[src/rtl/countdown.sv]
// countdown: minute:second countdown timer driven by a 1 Hz tick.
//
// A preset MM:SS value is loaded, then counted down once per sec_p tick,
// borrowing a minute when the seconds field passes zero. Reaching 00:00
// moves the timer to DONE, fires a one-cycle expire_p and raises alarm
// for ALARM_SEC further ticks (or until stop / load silences it).
//
// Parameters:
//   MAX_MIN    largest loadable minute value; larger presets are clamped
//   ALARM_SEC  number of sec_p ticks the alarm stays high (1..63)
//
// Ports:
//   mclk      in   system clock
//   reset     in   synchronous active-high reset
//   sec_p     in   one-cycle 1 Hz tick
//   load      in   capture load_min / load_sec (ignored while counting)
//   load_min  in   preset minutes (7 bits)
//   load_sec  in   preset seconds (6 bits)
//   start     in   begin / resume counting
//   stop      in   pause counting, or silence the alarm in DONE
//   r_min     out  current minutes
//   r_sec     out  current seconds
//   running   out  high while counting
//   expire_p  out  one-cycle pulse on reaching 00:00
//   alarm     out  alarm level
//   done      out  high while expired, until load or reset
//
// state    | meaning
// ---------+-------------------------------------------------------------
// ST_IDLE  | preset held, waiting for start
// ST_RUN   | counting down on each sec_p
// ST_PAUSE | count frozen by stop, waiting for start
// ST_DONE  | reached 00:00; alarm timed by sec_p until it expires or stop

module countdown #(
  parameter int MAX_MIN   = 99,
  parameter int ALARM_SEC = 5
) (
  input  logic       mclk,
  input  logic       reset,
  input  logic       sec_p,
  input  logic       load,
  input  logic [6:0] load_min,
  input  logic [5:0] load_sec,
  input  logic       start,
  input  logic       stop,
  output logic [6:0] r_min,
  output logic [5:0] r_sec,
  output logic       running,
  output logic       expire_p,
  output logic       alarm,
  output logic       done
);

  localparam logic [6:0] MIN_CAP    = 7'(MAX_MIN);
  localparam logic [5:0] SEC_CAP    = 6'd59;
  localparam logic [5:0] ALARM_LAST = 6'(ALARM_SEC);

  typedef enum logic [1:0] {
    ST_IDLE  = 2'd0,
    ST_RUN   = 2'd1,
    ST_PAUSE = 2'd2,
    ST_DONE  = 2'd3
  } state_t;

  state_t     state;
  state_t     state_nxt;
  logic [6:0] min_nxt;
  logic [5:0] sec_nxt;
  logic       expire_nxt;
  logic       alarm_nxt;
  logic [5:0] alarm_cnt;
  logic [5:0] alarm_cnt_nxt;

  logic [6:0] min_clamp;
  logic [5:0] sec_clamp;
  logic       is_zero;

  always_comb begin
    min_clamp = (load_min > MIN_CAP) ? MIN_CAP : load_min;
    sec_clamp = (load_sec > SEC_CAP) ? SEC_CAP : load_sec;
    is_zero   = (r_min == 7'd0) && (r_sec == 6'd0);
  end

  always_comb begin
    state_nxt     = state;
    min_nxt       = r_min;
    sec_nxt       = r_sec;
    expire_nxt    = 1'b0;
    alarm_nxt     = alarm;
    alarm_cnt_nxt = alarm_cnt;

    case (state)
      ST_IDLE, ST_PAUSE: begin
        // stop has no effect here but still masks load/start that cycle
        if (!stop) begin
          if (load) begin
            min_nxt       = min_clamp;
            sec_nxt       = sec_clamp;
            state_nxt     = ST_IDLE;
            alarm_nxt     = 1'b0;
            alarm_cnt_nxt = 6'd0;
          end else if (start && !is_zero) begin
            state_nxt = ST_RUN;
          end
        end
      end

      ST_RUN: begin
        if (stop) begin
          state_nxt = ST_PAUSE;
        end else if (sec_p) begin
          if (r_sec != 6'd0) begin
            sec_nxt = r_sec - 6'd1;
            // last second of the last minute: expire on this same edge
            if ((r_min == 7'd0) && (r_sec == 6'd1)) begin
              state_nxt     = ST_DONE;
              expire_nxt    = 1'b1;
              alarm_nxt     = 1'b1;
              alarm_cnt_nxt = 6'd0;
            end
          end else if (r_min != 7'd0) begin
            min_nxt = r_min - 7'd1;
            sec_nxt = SEC_CAP;
          end
        end
      end

      ST_DONE: begin
        if (stop) begin
          alarm_nxt = 1'b0;
        end else if (load) begin
          min_nxt       = min_clamp;
          sec_nxt       = sec_clamp;
          state_nxt     = ST_IDLE;
          alarm_nxt     = 1'b0;
          alarm_cnt_nxt = 6'd0;
        end else if (sec_p && alarm) begin
          alarm_cnt_nxt = alarm_cnt + 6'd1;
          if (alarm_cnt_nxt == ALARM_LAST) begin
            alarm_nxt = 1'b0;
          end
        end
      end

      default: begin
        state_nxt = ST_IDLE;
      end
    endcase
  end

  always_ff @(posedge mclk) begin
    if (reset) begin
      state     <= ST_IDLE;
      r_min     <= 7'd0;
      r_sec     <= 6'd0;
      running   <= 1'b0;
      expire_p  <= 1'b0;
      alarm     <= 1'b0;
      done      <= 1'b0;
      alarm_cnt <= 6'd0;
    end else begin
      state     <= state_nxt;
      r_min     <= min_nxt;
      r_sec     <= sec_nxt;
      running   <= (state_nxt == ST_RUN);
      expire_p  <= expire_nxt;
      alarm     <= alarm_nxt;
      done      <= (state_nxt == ST_DONE);
      alarm_cnt <= alarm_cnt_nxt;
    end
  end

endmodule
[config.mk]
export PLATFORM = sky130hd
export DESIGN_NAME = countdown
export DESIGN_NICKNAME = d
export VERILOG_FILES = /design/src/rtl/countdown.sv
export SDC_FILE = /design/constraint.sdc
export NUM_CORES = 1
export LEC_CHECK = 0
export BUFFER_PORTS_ARGS = -buffer_cell sky130_fd_sc_hd__buf_4
export CELL_PAD_IN_SITES_DETAIL_PLACEMENT = 1
export CELL_PAD_IN_SITES_GLOBAL_PLACEMENT = 1
export CORE_MARGIN = 3
export CORE_UTILIZATION = 40
export DETAILED_ROUTE_END_ITERATION = 8
export PLACE_DENSITY = 0.8
export SLEW_MARGIN = 15
export SYNTH_ARGS = -nofsm -noshare
export SYNTH_HDL_FRONTEND = slang
export SYNTH_SLANG_ARGS = --single-unit
[constraint.sdc]
create_clock -name mclk -period 2.5 [get_ports mclk]
set_clock_uncertainty 0.2 [all_clocks]
set_input_delay 0.5 -clock mclk [delete_from_list [all_inputs] [get_ports mclk]]
set_output_delay 0.5 -clock mclk [all_outputs]
set_load 0.02 [all_outputs]
==> results of run 1 <==
==> placed cells by master (no fill, tap or decap), types with 3 or more instances in the layout <==
cell type,instances
mux2i_1,3
nand2_1,17
and2_1,3
o21ai_0,8
and3_1,3
buf_4,44
o311ai_0,5
nor2b_1,6
nor3b_1,4
a31o_2,3
a211oi_1,4
ha_1,5
nand2b_1,4
a221oi_1,3
nor2_1,15
dfxtp_1,25
or3_1,4
nor3_1,7
a31oi_1,4
inv_1,15
o211ai_1,3
a311oi_1,3
a21oi_1,9
nand3_1,7
clkbuf_8,3
==> registers in the layout, summed over array words and instances, names as in the netlist <==
name,flops
expire_p,1
r_sec,6
running,1
alarm,1
r_min,7
alarm_cnt,6
state,2
done,1
==> area by class of cell <==
cell class                 instances  area (sq um)
inverter                          15          56.3
sequential                        25           500
multi-input combinational        164          1120
fill                             545          1970
timing repair buffer              44           330
clock buffer                       4          45.0
tap                               50          62.6
==> metal layers <==
metal,part of all wire (%),global-route usage [%],up-vias
met1,48,29.2,949
met3,3.6,2.38,6
li1,-,-,902
met2,47,34.6,38
met5,0,0,-
met4,1.4,6.68,0
==> power by group through the flow <==
stage | logic (mW) | registers (mW) | clock network, mW
after floorplan | 0.162 | 0.461 | 0
after global placement | 0.289 | 0.448 | 0
after detailed placement | 0.294 | 0.449 | 0
after CTS | 0.296 | 0.440 | 0.260
after global routing | 0.327 | 0.444 | 0.274
final | 0.298 | 0.440 | 0.257
==> stage by stage <==
step / instance area [sq um] / power [mW] / setup slack (ps) / cells
3_5_place_dp: 2070 / 0.743 / 288 / 298
4_1_cts: 2120 / 0.996 / 209 / 302
3_3_place_gp: 2070 / 0.737 / 331 / 298
5_1_grt: 2120 / 1.04 / 95.2 / 302
6_report: 2120 / 0.995 / 243 / 302
2_1_floorplan: 1730 / 0.623 / 158 / 216
==> worst max-delay path: stages (launching register included) <==
cell,delay [ps]
dfxtp_1,330
inv_1,100
ha_1,210
nor3b_1,350
nand4_1,320
or3_1,400
a31o_2,240
==> path summary, 6_finish.rpt <==
kind	start	end	slack [ps]	depth (start not counted)
max	r_min[0]	r_sec[4]	240	6
min	load_min[6]	r_min[6]	290	3
max reg2reg	r_min[0]	r_sec[4]	240	6
min reg2reg	r_min[1]	r_min[1]	310	2
==> cell families after synthesis <==
| logic type | after synthesis | share of synthesized area [%] |
|---|---|---|
| and+or+nand+nor | 83 | 27.1 |
| AOI/OAI and AO/OA | 70 | 30.9 |
| buffers and inverters | 27 | 6.07 |
| DFF | 25 | 28.9 |
| adders and majority gates | 5 | 3.62 |
| muxes | 4 | 2.39 |
| xor gates and xnor gates | 2 | 1.01 |
==> flow_summary.ini, run 1 <==
[yosys]
async_flop_share_pct = 0
ys_types = 60
syn_inst = 216
ys_top_cells_by_count = dfxtp_1 (25), nand2_1 (17), inv_1 (15), nor2_1 (15)
synth-main-ff-cell = dfxtp_1
yosysTopAreaCell = dfxtp_1
yosysWarnings = 0
synth_nets = 240
synth_top_cell_area_share_pct = 28.9
synth_edf_count = 0
post_synth.cell_area_avg_sq_um = 8.01
syn_area_sq_mm = 0.00173
synth_most_common_cell = dfxtp_1
netlist_top_cells_area = dfxtp_1 (29%), nand2_1 (3.7%), ha_1 (3.6%)
synth-seq-cells = 25
ys_seq_area_share_pct = 28.9

[grt]
grt_overflow_total = 0
antenna_found_initial = 0
grt_pass1_vias = 1859
grtUsageTotal_pct = 21.2
grt_pass1_wl_um = 8920
grt_start_max_net_pins = 23

[detailed_routing]
drtPass1Iterations = 4
ant_nets = 0
vias_per_cell = 6.27
drtIter0Drc = 141
drc_errors = 0
vias = 1895
wl_per_cell_um = 17.3
wl_um = 5230

[power_and_ir_drop]
comb_power_share_pct = 30.0
clkPwrFrac_pct = 25.8
p_sw_uw = 339
switching_share_pct = 34.1
p_leak_nw = 0.851
intPower_uw = 656
pwr-share-seq_pct = 44.2
peakVddDrop_v = 0.000196
power_density_mw_per_mm2 = 470

[placement]
dp_hpwl_um = 3940
port_buffers = 35
gp_congestion = 0.765

[clock_network]
cts_setup_buffers = 0
cts-htree-levels = 1
clk_pin_slew_ps = 90
cts_hold_repair.buffers = 0
cts_sinks = 25
cts-root-buf = clkbuf_8
tritoncts = built
postCtsResizedCells = 0
numCtsBuffers = 3
clkLatencyLatePin_ps = 280
cts.path.max_buffers = 2

[finish]
drive_above_1_share_pct = 23.4
syn_to_final_growth_pct = 22.5
antenna_cells = 0
final_util_pct = 51.9
nets = 277

[run_status]
status = completed

[timing]
setup_tns_ps = 0
final.period_utilization_pct = 90.3
hold_viol = 0
finalSetupViolations = 0
rsz0062_at_grt = false
slew_headroom_pct = 64.9
finalMaxSlewViolations = 0
tightest_slew_ps = 523
hold_ws_ps = 286
period_minus_slack_ps = 2260
max_freq_ghz = 0.443

[job]
cap_viol_max_count = 0

[floorplanning]
fp-row-count = 23
dieWidth_um = 71.8
core_area_sq_mm = 0.00409
die_h_um = 71.8
ios = 36
start_util_pct = 42.3
design.die.area_sq_mm = 0.00515

[critical_path]
endpoint_kind = flip-flop
critPathArrivalTime_ps = 2240
start_kind = flip-flop
cp_data_required_time_ps = 2480
worst-setup-path-type = reg2reg
cp_max_fo = 5

[hold_path]
holdCritPathClass = in2reg
Power figures use the tool's default switching activity.
==> run 2, diff against run 1 <==
Settings changed: PLACE_DENSITY 0.8 to 0.76.
==> flow_summary.ini, run 2 (synthesized netlist as in run 1, its figures left out) <==
[clock_network]
tritoncts = built
postCtsResizedCells = 0
cts_sinks = 25
numCtsBuffers = 3
cts.path.max_buffers = 2
clkLatencyLatePin_ps = 280
cts_hold_repair.buffers = 0
cts-htree-levels = 1
cts_setup_buffers = 0
cts-root-buf = clkbuf_8
clk_pin_slew_ps = 110

[critical_path]
path_buf_inv = 1
critPathArrivalTime_ps = 2250
cp_max_fo = 6
crit_chain = inv_1 -> ha_1 -> or3b_2 -> o211ai_1 -> o311ai_0 -> a21oi_1
slowest_delay_ps = 500
cp_top_family = compound AO/OA/AOI/OAI gates
slowest_stage = or3b_2
start_kind = flip-flop
worst-setup-path-type = reg2reg
endpoint_kind = flip-flop
cp_data_required_time_ps = 2510

[timing]
slew_headroom_pct = 67.8
fin_ws_ps = 254
finalMaxSlewViolations = 0
setup_tns_ps = 0
tightest_slew_ps = 479
hold_viol = 0
finalSetupViolations = 0
final.period_utilization_pct = 89.8
rsz0062_at_grt = false
period_minus_slack_ps = 2250
max_freq_ghz = 0.445

[detailed_routing]
vias = 1884
vias_per_cell = 6.24
wl_per_cell_um = 18.3
ant_nets = 0
wl_um = 5530
drtPass1Iterations = 4
drc_errors = 0
drtIter0Drc = 114

[floorplanning]
dieWidth_um = 71.8
fp-row-count = 23
core_area_sq_mm = 0.00409
die_h_um = 71.8
ios = 36
start_util_pct = 42.3
design.die.area_sq_mm = 0.00515

[finish]
fill_cells = 510
antenna_cells = 0
layout.cells.most_common_list = buf_4 (44), dfxtp_1 (25), nand2_1 (17)
final_util_pct = 52.0
regArea_sq_um = 500
drive_above_1_share_pct = 23.8
final_common_cell = buf_4
multi_input_area_sq_mm = 0.00112
largest_reg_flops = 7
final_cells = 302
syn_to_final_growth_pct = 22.7
nets = 277
regMostFlops = r_min
reg_top3 = r_min: 7 flops, alarm_cnt: 6 flops, r_sec: 6 flops

[grt]
grt_start_max_net_pins = 23
grt_pass1_wl_um = 9430
grt_pass1_vias = 1901
antenna_found_initial = 0
grt_overflow_total = 0
grtUsageTotal_pct = 22.3

[job]
cap_viol_max_count = 0

[placement]
dp_hpwl_um = 4150
dp_cells = 298
pre_cts_slack_ps = 281
port_buffers = 35
gp_congestion = 0.822

[power_and_ir_drop]
p_leak_nw = 0.849
peakVddDrop_v = 0.000208
power_density_mw_per_mm2 = 474

[hold_path]
holdCritPathClass = in2reg

[run_status]
status = completed
[run 2: cell count changes in the layout (fill, tap and decap cells not counted), sizes merged]
| cell | delta |
|---|---|
| clkbuf | -1 |
| clkinvlp | +1 |
[run 2: layer usage]
layer  vias up  global-route usage (%)  part of all wire, %
met2        49                    37.1                   48
met3         8                    2.52                  4.5
met4         0                    6.68                  1.3
li1        910                       -                    -
met1       917                    30.3                   46
met5         -                       0                    0
[run 2: worst register-to-register path: stages, from the launching register on]
cell and delay [ps]:
dfxtp_1 330, inv_1 90, ha_1 210, or3b_2 500, o211ai_1 420, o311ai_0 220, a21oi_1 190
[run 2: power breakdown]
part           internal [mW]  switching [mW]  leakage (nW)  total, mW
clock                  0.114           0.152        0.0217      0.266
combinational          0.127           0.173         0.624      0.300
sequential             0.415          0.0270         0.203      0.442
[run 2: final timing paths]
| check | from | endpoint | slack, ps | cells past startpoint |
|---|---|---|---|---|
| setup / recovery | r_min[0] | r_min[4] | 250 | 6 |
| hold / removal | load_min[6] | r_min[6] | 270 | 3 |
| setup reg to reg | r_min[0] | r_min[4] | 250 | 6 |
| hold reg to reg | r_min[1] | r_min[1] | 310 | 2 |
[run 2: metrics by stage]
| stage | instance area (sq um) | hold slack (ps) | total power [mW] |
|---|---|---|---|
| global placement | 2070 | 280 | 0.734 |
| finish | 2120 | 269 | 1.01 |
| floorplan | 1730 | 295 | 0.623 |
| CTS | 2120 | 271 | 1.01 |
| global route | 2120 | 260 | 1.06 |
| detailed placement | 2070 | 303 | 0.746 |
[run 2: cell type report]
| class | count | area share (%) |
|---|---|---|
| Multi-Input combinational cell | 164 | 53.0 |
| Sequential cell | 25 | 23.6 |
| Timing Repair Buffer | 44 | 15.6 |
| Tap cell | 50 | 2.95 |
| Inverter | 15 | 2.65 |
| Clock buffer | 3 | 1.94 |
| Clock inverter | 1 | 0.354 |
==> run 3, diff against run 2 <==
Settings changed: RECOVER_POWER from default to 50.
==> flow_summary.ini, run 3 (synthesized netlist as in run 1, its figures left out) <==
[job]
cap_viol_max_count = 0

[timing]
max_freq_ghz = 0.440
setup_tns_ps = 0
tightest_slew_ps = 465
finalMaxSlewViolations = 0
period_minus_slack_ps = 2270
slew_headroom_pct = 68.9
final.period_utilization_pct = 91.0
rsz0062_at_grt = false
finalSetupViolations = 0
hold_viol = 0

[clock_network]
cts_sinks = 25
cts_setup_buffers = 0
numCtsBuffers = 3
cts.path.max_buffers = 2
clkLatencyLatePin_ps = 280
cts-htree-levels = 1
tritoncts = built
cts_hold_repair.buffers = 0
postCtsResizedCells = 0
clk_pin_slew_ps = 110
cts-root-buf = clkbuf_8

[finish]
multi_input_area_sq_mm = 0.00112
largest_reg_flops = 7
regMostFlops = r_min
nets = 277
reg_top3 = r_min: 7 flops, alarm_cnt: 6 flops, r_sec: 6 flops
syn_to_final_growth_pct = 18.7
drive_above_1_share_pct = 16.7
stdcell_area_sq_mm = 0.00205
antenna_cells = 0
layout.cells.most_common_list = buf_4 (27), dfxtp_1 (25), nand2_1 (17), clkbuf_1 (17)
regArea_sq_um = 500
fill_cells = 522
final_common_cell = buf_4

[placement]
gp_congestion = 0.822
placed_area_sq_mm = 0.00207
port_buffers = 35
dp_hpwl_um = 4150

[critical_path]
worst-setup-path-type = reg2reg
cp_data_required_time_ps = 2520
cp_max_fo = 5
endpoint_kind = flip-flop
rrSetupSlack_ps = 230
critPathArrivalTime_ps = 2290
start_kind = flip-flop

[detailed_routing]
drc_errors = 0
vias_per_cell = 6.20
wl_um = 5500
vias = 1871
drtIter0Drc = 147
wl_per_cell_um = 18.2
drtPass1Iterations = 4
ant_nets = 0

[grt]
grt_pass1_vias = 1901
grtUsageTotal_pct = 22.3
antenna_found_initial = 0
grt_overflow_total = 0
grt_start_max_net_pins = 23
grt_pass1_wl_um = 9430

[floorplanning]
die_h_um = 71.8
start_util_pct = 42.3
design.die.area_sq_mm = 0.00515
fp-row-count = 23
core_area_sq_mm = 0.00409
dieWidth_um = 71.8
ios = 36

[power_and_ir_drop]
intPower_uw = 642
p_leak_nw = 0.770
comb_power_share_pct = 28.8
switching_share_pct = 35.1
clkPwrFrac_pct = 26.6
pwr-share-seq_pct = 44.6
power_density_mw_per_mm2 = 482
peakVddDrop_v = 0.000205
p_sw_uw = 348

[hold_path]
holdCritPathClass = in2reg

[run_status]
status = completed
## run 3: final timing paths
check / startpoint / endpoint / depth (start not counted)
worst min register to register: r_min[1] / r_min[1] / 2
worst max-delay path: r_min[0] / alarm / 6
worst min-delay path: load_min[6] / r_min[6] / 3
worst max register to register: r_min[0] / alarm / 6
## run 3: metal layers
layer  share of wire, %  vias up  global-route usage, %
met5                  0        -                      0
met2                 48       52                   37.1
met1                 47      908                   30.3
met3                4.3        6                   2.52
met4                1.1        0                   6.68
li1                   -      905                      -
## run 3: through the flow
step	util (%)	std cells	setup slack (ps)	hold slack, ps	total power, mW
floorplan	-	216	158	295	0.623
global placement	50.8	298	323	280	0.734
detailed placement	50.8	298	281	303	0.746
CTS	52.0	302	252	271	1.01
global route	50.2	302	35.7	260	1.05
finish	50.2	302	226	273	0.990
## run 3: final cells by class
| type | instances | area share, % |
|---|---|---|
| inverter | 15 | 2.74 |
| tap | 50 | 3.05 |
| timing repair buffer | 44 | 13.0 |
| multi-input combinational | 164 | 54.5 |
| clock inverter | 1 | 0.366 |
| sequential | 25 | 24.4 |
| clock buffer | 3 | 2.01 |
## run 3: power by group through the flow
stage	clock network, mW	registers, mW	logic (mW)
floorplan	0	0.461	0.162
finish	0.264	0.441	0.285
CTS	0.268	0.441	0.298
detailed placement	0	0.451	0.296
global route	0.287	0.444	0.314
global placement	0	0.449	0.285
## run 3: critical path, cell delays in order, from the launching register on
cell	delay [ps]
dfxtp_1	330
inv_1	90
ha_1	210
nor3b_1	290
nand4_1	320
or4_1	590
a31oi_1	160
